**src/rtl/outlier_collector_arbiter_if.sv**
```systemverilog
// rtl/outlier_collector_arbiter_if.sv - core request bus and outlier FIFO write port
interface outlier_collector_arbiter_if #(
   parameter int N           = 16,
   parameter int CORE_NUMBER = 16
);
   logic [CORE_NUMBER-1:0]   core_done;
   logic [CORE_NUMBER-1:0]   core_outlier;
   logic [N*CORE_NUMBER-1:0] core_pos;
   logic [CORE_NUMBER-1:0]   core_ack;
   logic [2*N-1:0]           fifo_din;
   logic                     fifo_wr_en;
   logic                     fifo_full;
   logic                     flush;
   logic                     done;
   logic [N-1:0]             outlier_count;
   logic [N-1:0]             inlier_count;

   // collector side: takes core results, owns the FIFO write port
   modport slave (
      input  core_done, core_outlier, core_pos, fifo_full, flush,
      output core_ack, fifo_din, fifo_wr_en, done, outlier_count, inlier_count
   );

   // environment side: cores, FIFO and cloud controller
   modport master (
      output core_done, core_outlier, core_pos, fifo_full, flush,
      input  core_ack, fifo_din, fifo_wr_en, done, outlier_count, inlier_count
   );
endinterface

```
**src/rtl/outlier_collector_arbiter.sv**
```systemverilog
// rtl/outlier_collector_arbiter.sv - round-robin collector packing outlier indices into the FIFO
module outlier_collector_arbiter #(
   parameter int N           = 16,
   parameter int CORE_NUMBER = 16
) (
   input  logic                        clock,
   input  logic                        reset,
   outlier_collector_arbiter_if.slave  bus
);
   localparam int PW = $clog2(CORE_NUMBER);

   typedef enum logic [1:0] {RUN, DRAIN, PAD, DONE} state_t;

   state_t                 state;
   state_t                 state_next;
   logic [PW-1:0]          rr_ptr;
   logic [PW-1:0]          winner;
   logic [PW-1:0]          idx;
   logic                   any_eligible;
   logic [CORE_NUMBER-1:0] eligible;
   logic                   grant;
   logic                   pad_load;
   logic                   write_now;
   logic [N-1:0]           win_pos;
   logic                   win_outlier;
   logic [N-1:0]           half;
   logic                   half_valid;
   logic [2*N-1:0]         pend;
   logic                   pend_valid;
   logic [CORE_NUMBER-1:0] core_ack_r;
   logic [N-1:0]           outlier_cnt;
   logic [N-1:0]           inlier_cnt;

   assign bus.core_ack      = core_ack_r;
   assign bus.fifo_din      = pend;
   assign bus.outlier_count = outlier_cnt;
   assign bus.inlier_count  = inlier_cnt;

   // Round-robin pick: scan downward in offset so the closest index above rr_ptr wins last.
   // The core acked this cycle still shows done, so it is masked out.
   always_comb begin
      eligible     = bus.core_done & ~core_ack_r;
      winner       = rr_ptr;
      idx          = rr_ptr;
      any_eligible = 1'b0;
      for (int i = CORE_NUMBER - 1; i >= 0; i--) begin
         idx = rr_ptr + PW'(i);
         if (eligible[idx]) begin
            winner       = idx;
            any_eligible = 1'b1;
         end
      end
      win_pos     = bus.core_pos[int'(winner)*N +: N];
      win_outlier = bus.core_outlier[winner];
   end

   // State register
   always_ff @(posedge clock) begin
      if (!reset) state <= RUN;
      else        state <= state_next;
   end

   // Next state: DRAIN waits for the pending word, PAD finishes on the edge its word is written
   always_comb begin
      state_next = state;
      case (state)
         RUN:   if (bus.flush) state_next = DRAIN;
         DRAIN: if (!pend_valid) state_next = half_valid ? PAD : DONE;
         PAD:   if (!half_valid && (!pend_valid || write_now)) state_next = DONE;
         DONE:  state_next = DONE;
         default: state_next = RUN;
      endcase
   end

   // FSM outputs: grants only in RUN and not while both half and pending words are occupied
   always_comb begin
      grant         = (state == RUN) && !(pend_valid && half_valid) && any_eligible;
      pad_load      = (state == PAD) && half_valid && !pend_valid;
      write_now     = pend_valid && !bus.fifo_full;
      bus.fifo_wr_en = write_now;
      bus.done      = (state == DONE);
   end

   // Accept path: ack pulse, pointer advance, counters and two-per-word packing
   always_ff @(posedge clock) begin
      if (!reset) begin
         core_ack_r  <= '0;
         rr_ptr      <= '0;
         half        <= '0;
         half_valid  <= 1'b0;
         pend        <= '0;
         pend_valid  <= 1'b0;
         outlier_cnt <= '0;
         inlier_cnt  <= '0;
      end else begin
         core_ack_r <= '0;
         if (write_now) pend_valid <= 1'b0;
         if (grant) begin
            core_ack_r[winner] <= 1'b1;
            rr_ptr             <= winner + 1'b1;
            if (win_outlier) begin
               if (outlier_cnt != {N{1'b1}}) outlier_cnt <= outlier_cnt + 1'b1;
               if (half_valid) begin
                  pend       <= {half, win_pos};
                  pend_valid <= 1'b1;
                  half_valid <= 1'b0;
               end else begin
                  half       <= win_pos;
                  half_valid <= 1'b1;
               end
            end else begin
               if (inlier_cnt != {N{1'b1}}) inlier_cnt <= inlier_cnt + 1'b1;
            end
         end else if (pad_load) begin
            pend       <= {half, {N{1'b1}}};
            pend_valid <= 1'b1;
            half_valid <= 1'b0;
         end
      end
   end
endmodule

```
**src/flat_wrapper.sv**
```systemverilog
// flat-port wrapper written by rule: the top's interface ports become plain ports
module outlier_collector_arbiter_flat 
#(
   parameter int N           = 16,
   parameter int CORE_NUMBER = 16
)
  (clock, reset, bus_core_done, bus_core_outlier, bus_core_pos, bus_fifo_full, bus_flush, bus_core_ack, bus_fifo_din, bus_fifo_wr_en, bus_done, bus_outlier_count, bus_inlier_count);
  outlier_collector_arbiter_if #(.N(N), .CORE_NUMBER(CORE_NUMBER)) bus_i ();
  input  logic clock;
  input  logic reset;
  input wire logic [$bits(bus_i.core_done)-1:0] bus_core_done;
  input wire logic [$bits(bus_i.core_outlier)-1:0] bus_core_outlier;
  input wire logic [$bits(bus_i.core_pos)-1:0] bus_core_pos;
  input wire logic [$bits(bus_i.fifo_full)-1:0] bus_fifo_full;
  input wire logic [$bits(bus_i.flush)-1:0] bus_flush;
  output wire logic [$bits(bus_i.core_ack)-1:0] bus_core_ack;
  output wire logic [$bits(bus_i.fifo_din)-1:0] bus_fifo_din;
  output wire logic [$bits(bus_i.fifo_wr_en)-1:0] bus_fifo_wr_en;
  output wire logic [$bits(bus_i.done)-1:0] bus_done;
  output wire logic [$bits(bus_i.outlier_count)-1:0] bus_outlier_count;
  output wire logic [$bits(bus_i.inlier_count)-1:0] bus_inlier_count;
  assign bus_i.core_done = bus_core_done;
  assign bus_i.core_outlier = bus_core_outlier;
  assign bus_i.core_pos = bus_core_pos;
  assign bus_i.fifo_full = bus_fifo_full;
  assign bus_i.flush = bus_flush;
  assign bus_core_ack = bus_i.core_ack;
  assign bus_fifo_din = bus_i.fifo_din;
  assign bus_fifo_wr_en = bus_i.fifo_wr_en;
  assign bus_done = bus_i.done;
  assign bus_outlier_count = bus_i.outlier_count;
  assign bus_inlier_count = bus_i.inlier_count;
  outlier_collector_arbiter #(.N(N), .CORE_NUMBER(CORE_NUMBER)) u_core (.clock(clock), .reset(reset), .bus(bus_i));
endmodule
```
**config.mk**
```make
export PLATFORM = sky130hd
export DESIGN_NAME = outlier_collector_arbiter_flat
export DESIGN_NICKNAME = d
export VERILOG_FILES = /design/src/rtl/outlier_collector_arbiter_if.sv /design/src/rtl/outlier_collector_arbiter.sv /design/src/flat_wrapper.sv
export SDC_FILE = /design/constraint.sdc
export NUM_CORES = 1
export LEC_CHECK = 0
export BUFFER_PORTS_ARGS = -buffer_cell sky130_fd_sc_hd__buf_2
export CAP_MARGIN = 40
export CORE_MARGIN = 3
export CORE_UTILIZATION = 45
export DETAILED_ROUTE_END_ITERATION = 10
export GPL_TIMING_DRIVEN = 0
export PLACE_DENSITY = 0.79
export SYNTH_ARGS = -nofsm -noshare
export SYNTH_HDL_FRONTEND = slang
export SYNTH_SLANG_ARGS = --single-unit
```
**constraint.sdc**
```tcl
create_clock -name clock -period 6.2 [get_ports clock]
set_clock_uncertainty 0.05 [all_clocks]
set_input_delay 1.55 -clock clock [delete_from_list [all_inputs] [get_ports clock]]
set_output_delay 1.55 -clock clock [all_outputs]
set_load 0.01 [all_outputs]
```
-- After elaboration in Yosys (flattened, before gate mapping)
Index checks and enable logic that the tools add are counted.
- register bits: 104
- bits in latches: 0
- RAM bits: 0
- bits in read-only memories: 0
- input port bits: 292
- output and inout bits: 82
- word-level logic and storage cells: 168
- memories kept: 0
- add/sub/neg operators: 18
- multipliers: 0
- div/mod/pow operators: 0
- $lt $le $gt $ge: 18
- eq/ne operators: 10
- shift operators: 1
- multiplexer cells: 86
- bitwise gates (word level): 4
- reduce and logical (&&, ||, !) cells: 22
- operators by type and width (kind ; count):
    indexed part select 256 x 9 -> 16 bit ; 1
    two-way mux 32 bit ; 4
    < comparator 4 x 5 -> 1 bit (second input constant) ; 17
    binary-select mux 1 bit (select 4 bit) ; 17
    two-way mux 4 bit ; 16
    two-way mux 1 bit ; 44
    adder 16 x 1 -> 16 bit (second input constant) ; 2
    adder 4 bit (second input constant) ; 8
    inequality test 16 bit (second input constant) ; 2
    adder 4 x 3 -> 4 bit (second input constant) ; 4
    bitwise AND 16 bit ; 1
    NOT 16 bit ; 1
    AND reduction 3 bit ; 5
    adder 4 x 1 -> 4 bit (second input constant) ; 2
    adder 4 x 2 -> 4 bit (second input constant) ; 2
    logical AND 1 bit ; 8
    inequality test 2 bit (second input constant) ; 4
    one-hot mux 2 bit (4 select lines) ; 1
    two-way mux 2 bit ; 3
    demux 1 bit (select 4 bit) ; 1
    equality test 2 bit (second input constant) ; 2
    greater-or-equal comparator 4 x 1 -> 1 bit (second input constant) ; 1
    zero test 1 bit ; 4
    AND reduction 2 bit ; 2
    6 further kinds ; 7

-- Longest topological paths before layout
- depth in word-level cells: 24
- mapped depth: 22

-- Worst setup path after synthesis
No wires, ideal clock.
- path type: input to register
- from: input bus_core_done[0]
- to: register u_core.outlier_cnt[7] (netlist: u_core.bus.outlier_count[7])
- library setup time: 71 ps
- arrival: 5886 ps
- setup slack: 194 ps
- cell stages on the path: 16
- path buffers: 2
- path through: or3b_1 > and2_1 > mux4_2 > nand2b_1 > mux2_2 > o311a_1 > a2111o_1 > o311a_1 > buf_2 > mux4_2 > a22o_1 > a211o_1 > or3_1 > buf_2 > or4_1 > a21oi_1
- cells in the longest elaborated chain, start to end: 22
- elaborated cells between the ends (all ways): 69
- classes of those cells: mux (66); bitwise (1); reduce/logical (2)
- RTL lines (element ; line ; RTL):
    start: declaration ; flat_wrapper.sv:11 ; input wire logic [$bits(bus_i.core_done)-1:0] bus_core_done;
    bitwise AND 16 bit * ; outlier_collector_arbiter.sv:42 ; eligible = bus.core_done & ~core_ack_r;
    binary-select mux 1 bit (select 4 bit) ; outlier_collector_arbiter.sv:48 ; if (eligible[idx]) begin
    two-way mux 1 bit (implied by the code) ; outlier_collector_arbiter.sv:48 ;
    two-way mux 4 bit (16 in a row) ; outlier_collector_arbiter.sv:48 ;
    binary-select mux 1 bit (select 4 bit) ; outlier_collector_arbiter.sv:54 ; win_outlier = bus.core_outlier[winner];
    two-way mux 1 bit (implied by the code) ; outlier_collector_arbiter.sv:54 ;
    AND reduction 3 bit (no line) * ; - ;
    end signal: assignment ; outlier_collector_arbiter.sv:102 ; if (outlier_cnt != {N{1'b1}}) outlier_cnt <= outlier_cnt + 1'b1;
    end: declaration ; outlier_collector_arbiter.sv:31 ; logic [N-1:0] outlier_cnt;
Every way passes the cells marked *; elsewhere a longest branch is shown, timed or not. The select of a mux whose other input is x is not followed.
A chain may end at the register's enable or synchronous reset.

-- Worst setup path after layout
Same ends and word-level chain as after synthesis.

==> results.yml <==
layout:
  layout-drive-gt1-share_pct: 42.9
  stdcell_area_um2: 11900
  fill_cells: 1700
  fin_nets: 1688
  syn2layout_area_growth_pct: 35.0
synth:
  synth-edff-count: 0
  synth_ff_type: "dfxtp_1"
  syn-num-nets: 1286
  synth_top_family_by_area: "multiplexers"
  synthMuxAreaShare_pct: 26.1
  netlist_area_um2: 8850
  yosysWarnings: 0
  synthArstFlopShare_pct: 0
  synth-xor-area-share_pct: 2.97
  synthAdderAreaFrac_pct: 1.84
  syn_area_per_cell_um2: 9.02
  synth.ff_latch_count: 104
  synth-compound-area-share_pct: 16.7
  synthSimpleGateAreaFrac_pct: 23.4
  synth_cell_type_count: 73
  netlist_instances: 981
  synth-seq-area-share_pct: 23.5
worst_setup_path:
  r2r-end: "u_core.bus.outlier_count[7]"
  rrSetupSlack_ps: 180
  slowest_delay_ps: 490
  cp-start-kind: "input port"
  crit_start: "bus_core_done[0]"
  crit_path_end: "u_core.bus.outlier_count[7]"
  critical_path_arrival_ps: 6340
  critPathCaptureType: "flip-flop"
  path_cells: "clkbuf_4 > or3b_1 > and2_4 > mux4_2 > nand2b_4 > mux2_2 > o311a_1 > a2111o_1 > o311a_1 > buf_6 > mux4_2 > a22o_1 > a211o_4 > or3_1 > buf_6 > or4_1 > a21oi_2"
  crit_required_ps: 6430
  r2r-start: "u_core.rr_ptr[1]"
  crit_fanout: 10
  r2r_cells: 22
  cpMaxStageDelayCell: "or4_1"
  criticalPathCategory: "input port to flip-flop"
die:
  dieArea_um2: 21400
  start_util_pct: 46.5
  die_w_um: 146
  row_count: 50
  die-height_um: 146
  core_area_um2: 19000
  io-pin-count: 374
clock_tree:
  ctsHoldBuffers: 0
  cts_buffers: 9
  clock_latency_ps: 350
  cts.clk_slew.worst_paths_ps: 80
  cts_tree: "done"
  cts.sinks: 104
  ctsHtreeMaxLevel: 3
  clockBufferDepth: 2
  root_buffer: "clkbuf_16"
sta:
  setup_violations: 0
  tightest_slew_ps: 912
  final-hold-violation-count: 0
  timing.final.max_slew_violations: 0
  post-route-min-period_ps: 6110
  fmax_ghz: 0.164
  tns_ps: 0
  fin_crit_sh_pct: 98.5
  relSlewSlack_pct: 39.2
routing:
  dr.pass1.iters: 8
  drt-initial-drc-count: 1156
  antenna_left: 0
  vias_per_cell: 6.38
  drc: 0
  drt-total-wl_um: 42700
  vias: 10600
  wl_per_cell_um: 25.6
global_route:
  grt_pass1_vias: 10100
  grt_overflow: 0
  grt_max_degree: 21
  grt_pass1_wl_um: 61900
  grt_usage_pct: 37.9
  grt_antenna_before_repair: 22
status:
  outcome: "finished clean"
placement:
  io_buffer_count: 372
  place_area_um2: 11100
  dp_hpwl_um: 35100
  place_congestion: 1.07
power_and_ir_drop:
  peakVddDrop_uv: 1040
  powerDensity_nw_per_um2: 781
  p_leak_uw: 0.00510
min_path:
  hp-class: "flip-flop to flip-flop"
job:
  drv_cap: 0
## where the power goes
group	internal, uW	switching, uW	leakage [uW]
clock network	285	282	0.000144
logic	3290	4550	0.00411
registers	807	121	0.000845
## cell families (layout without fill, tap and decap cells)
group	count (synthesis)	after routing
fa+ha+maj	13	13
flops	104	104
buf+inv	119	526
simple gates	375	375
xor+xnor	27	27
mux	125	125
other cells	0	17
compound gates	218	218
## metal layers
layer  global-route usage, %  vias up  part of all wire [%]
met5                    3.86        -                  0.13
met1                    46.0     5084                    35
li1                        -     4621                     -
met2                    61.6      750                    47
met4                    17.8       10                   5.6
met3                    11.5      156                    12
## layout by cell type, fill, tap and decap left out, types with 17 or more instances in the layout
cell / netlist / layout
nor3_1: 27 / 23
diode_2: 0 / 17
xnor2_1: 23 / 21
mux4_2: 84 / 84
nor2_1: 53 / 52
dfxtp_1: 104 / 102
buf_2: 8 / 380
a21oi_1: 33 / 30
inv_1: 37 / 37
nand2b_1: 28 / 27
clkbuf_1: 56 / 42
a211oi_1: 26 / 26
nand3_1: 50 / 50
a22oi_1: 32 / 32
nand2_1: 91 / 91
o21ai_0: 51 / 50
mux2i_1: 32 / 23
## cell usage after synthesis, types with 4 or more instances
library cell / instances / share of area [%]
nand3b_1: 4 / 0.34
nand2_1: 91 / 3.9
nand4b_1: 4 / 0.40
o21a_1: 4 / 0.34
nand3_1: 50 / 2.8
ha_1: 13 / 1.8
and3b_1: 5 / 0.49
nand4_1: 8 / 0.57
a211oi_1: 26 / 2.2
nor3b_2: 5 / 0.71
a21oi_1: 33 / 1.9
nor2b_1: 13 / 0.92
o22ai_1: 10 / 0.71
nor4_1: 11 / 0.78
and3_1: 10 / 0.71
mux4_2: 84 / 21
a221oi_1: 5 / 0.49
nor3b_1: 5 / 0.42
nor4bb_1: 4 / 0.45
or3_1: 7 / 0.49
and2_1: 6 / 0.42
a211o_1: 4 / 0.40
mux2_2: 9 / 1.1
buf_2: 8 / 0.45
xnor2_1: 23 / 2.3
nor3_1: 27 / 1.5
nor2_1: 53 / 2.2
mux2i_1: 32 / 3.6
clkbuf_1: 56 / 2.4
o21ai_0: 51 / 2.9
dfxtp_1: 104 / 24
o31ai_1: 5 / 0.42
and4_1: 16 / 1.6
a22oi_1: 32 / 2.7
a31oi_1: 4 / 0.28
nand2b_1: 28 / 2.0
buf_1: 10 / 0.42
a22o_1: 5 / 0.49
or4_1: 19 / 1.6
inv_1: 37 / 1.6
a2111oi_0: 4 / 0.40
## cell type report
| type | instances | area [um2] | share of cell area (%) |
|---|---|---|---|
| multi-input combinational | 758 | 6620 | 55.4 |
| sequential | 104 | 2090 | 17.5 |
| timing repair buffer | 391 | 2040 | 17.1 |
| buffer | 78 | 383 | 3.21 |
| tap | 260 | 325 | 2.72 |
| clock buffer | 9 | 225 | 1.89 |
| inverter | 41 | 156 | 1.31 |
| clock inverter | 7 | 71.3 | 0.597 |
| antenna | 17 | 42.5 | 0.356 |
## stage by stage
| step | power, uW | setup WS (ps) | instances | hold slack [ps] | utilization (%) |
|---|---|---|---|---|---|
| after floorplan | 5710 | 194 | 981 | 388 | - |
| after global placement | 7880 | -1890 | 1613 | 394 | 58.0 |
| after detailed placement | 8100 | -1370 | 1622 | 397 | 58.6 |
| after CTS | 8960 | 4.08 | 1643 | 411 | 61.4 |
| after global routing | 9820 | -25.6 | 1660 | 432 | 62.7 |
| final | 9330 | 90.5 | 1665 | 413 | 62.8 |
## registers in the layout (all words and copies together), names as in the netlist
signal                    count
u_core.bus.outlier_count     16
u_core.state                  2
u_core.bus.fifo_din          32
u_core.half_valid             1
u_core.pend_valid             1
u_core.half                  16
u_core.rr_ptr                 4
u_core.bus.inlier_count      16
u_core.bus.core_ack          16
## critical path: cells and delay by family
family                 cells  cell delay (ps)
muxes                      3             1220
and+or+nand+nor            5             1610
buffers and inverters      3              460
AOI/OAI and AO/OA          6             1490
## what timing repair did
item	CTS	global route
resized for setup	61	44
setup endpoints to repair	101	63
pin swaps	5	5
buffers inserted	5	5
## worst min path at each step
stage / start / endpoint / depth (start not counted)
floorplan: u_core.half[10] / u_core.bus.fifo_din[26] / 2
global placement: u_core.half[3] / u_core.bus.fifo_din[19] / 2
detailed placement: u_core.bus.fifo_din[5] / u_core.bus.fifo_din[5] / 2
CTS: u_core.bus.fifo_din[7] / u_core.bus.fifo_din[7] / 2
global route: u_core.bus.fifo_din[5] / u_core.bus.fifo_din[5] / 2
finish: u_core.bus.fifo_din[9] / u_core.bus.fifo_din[9] / 2
No activity file was read; power rests on OpenSTA's default activity.
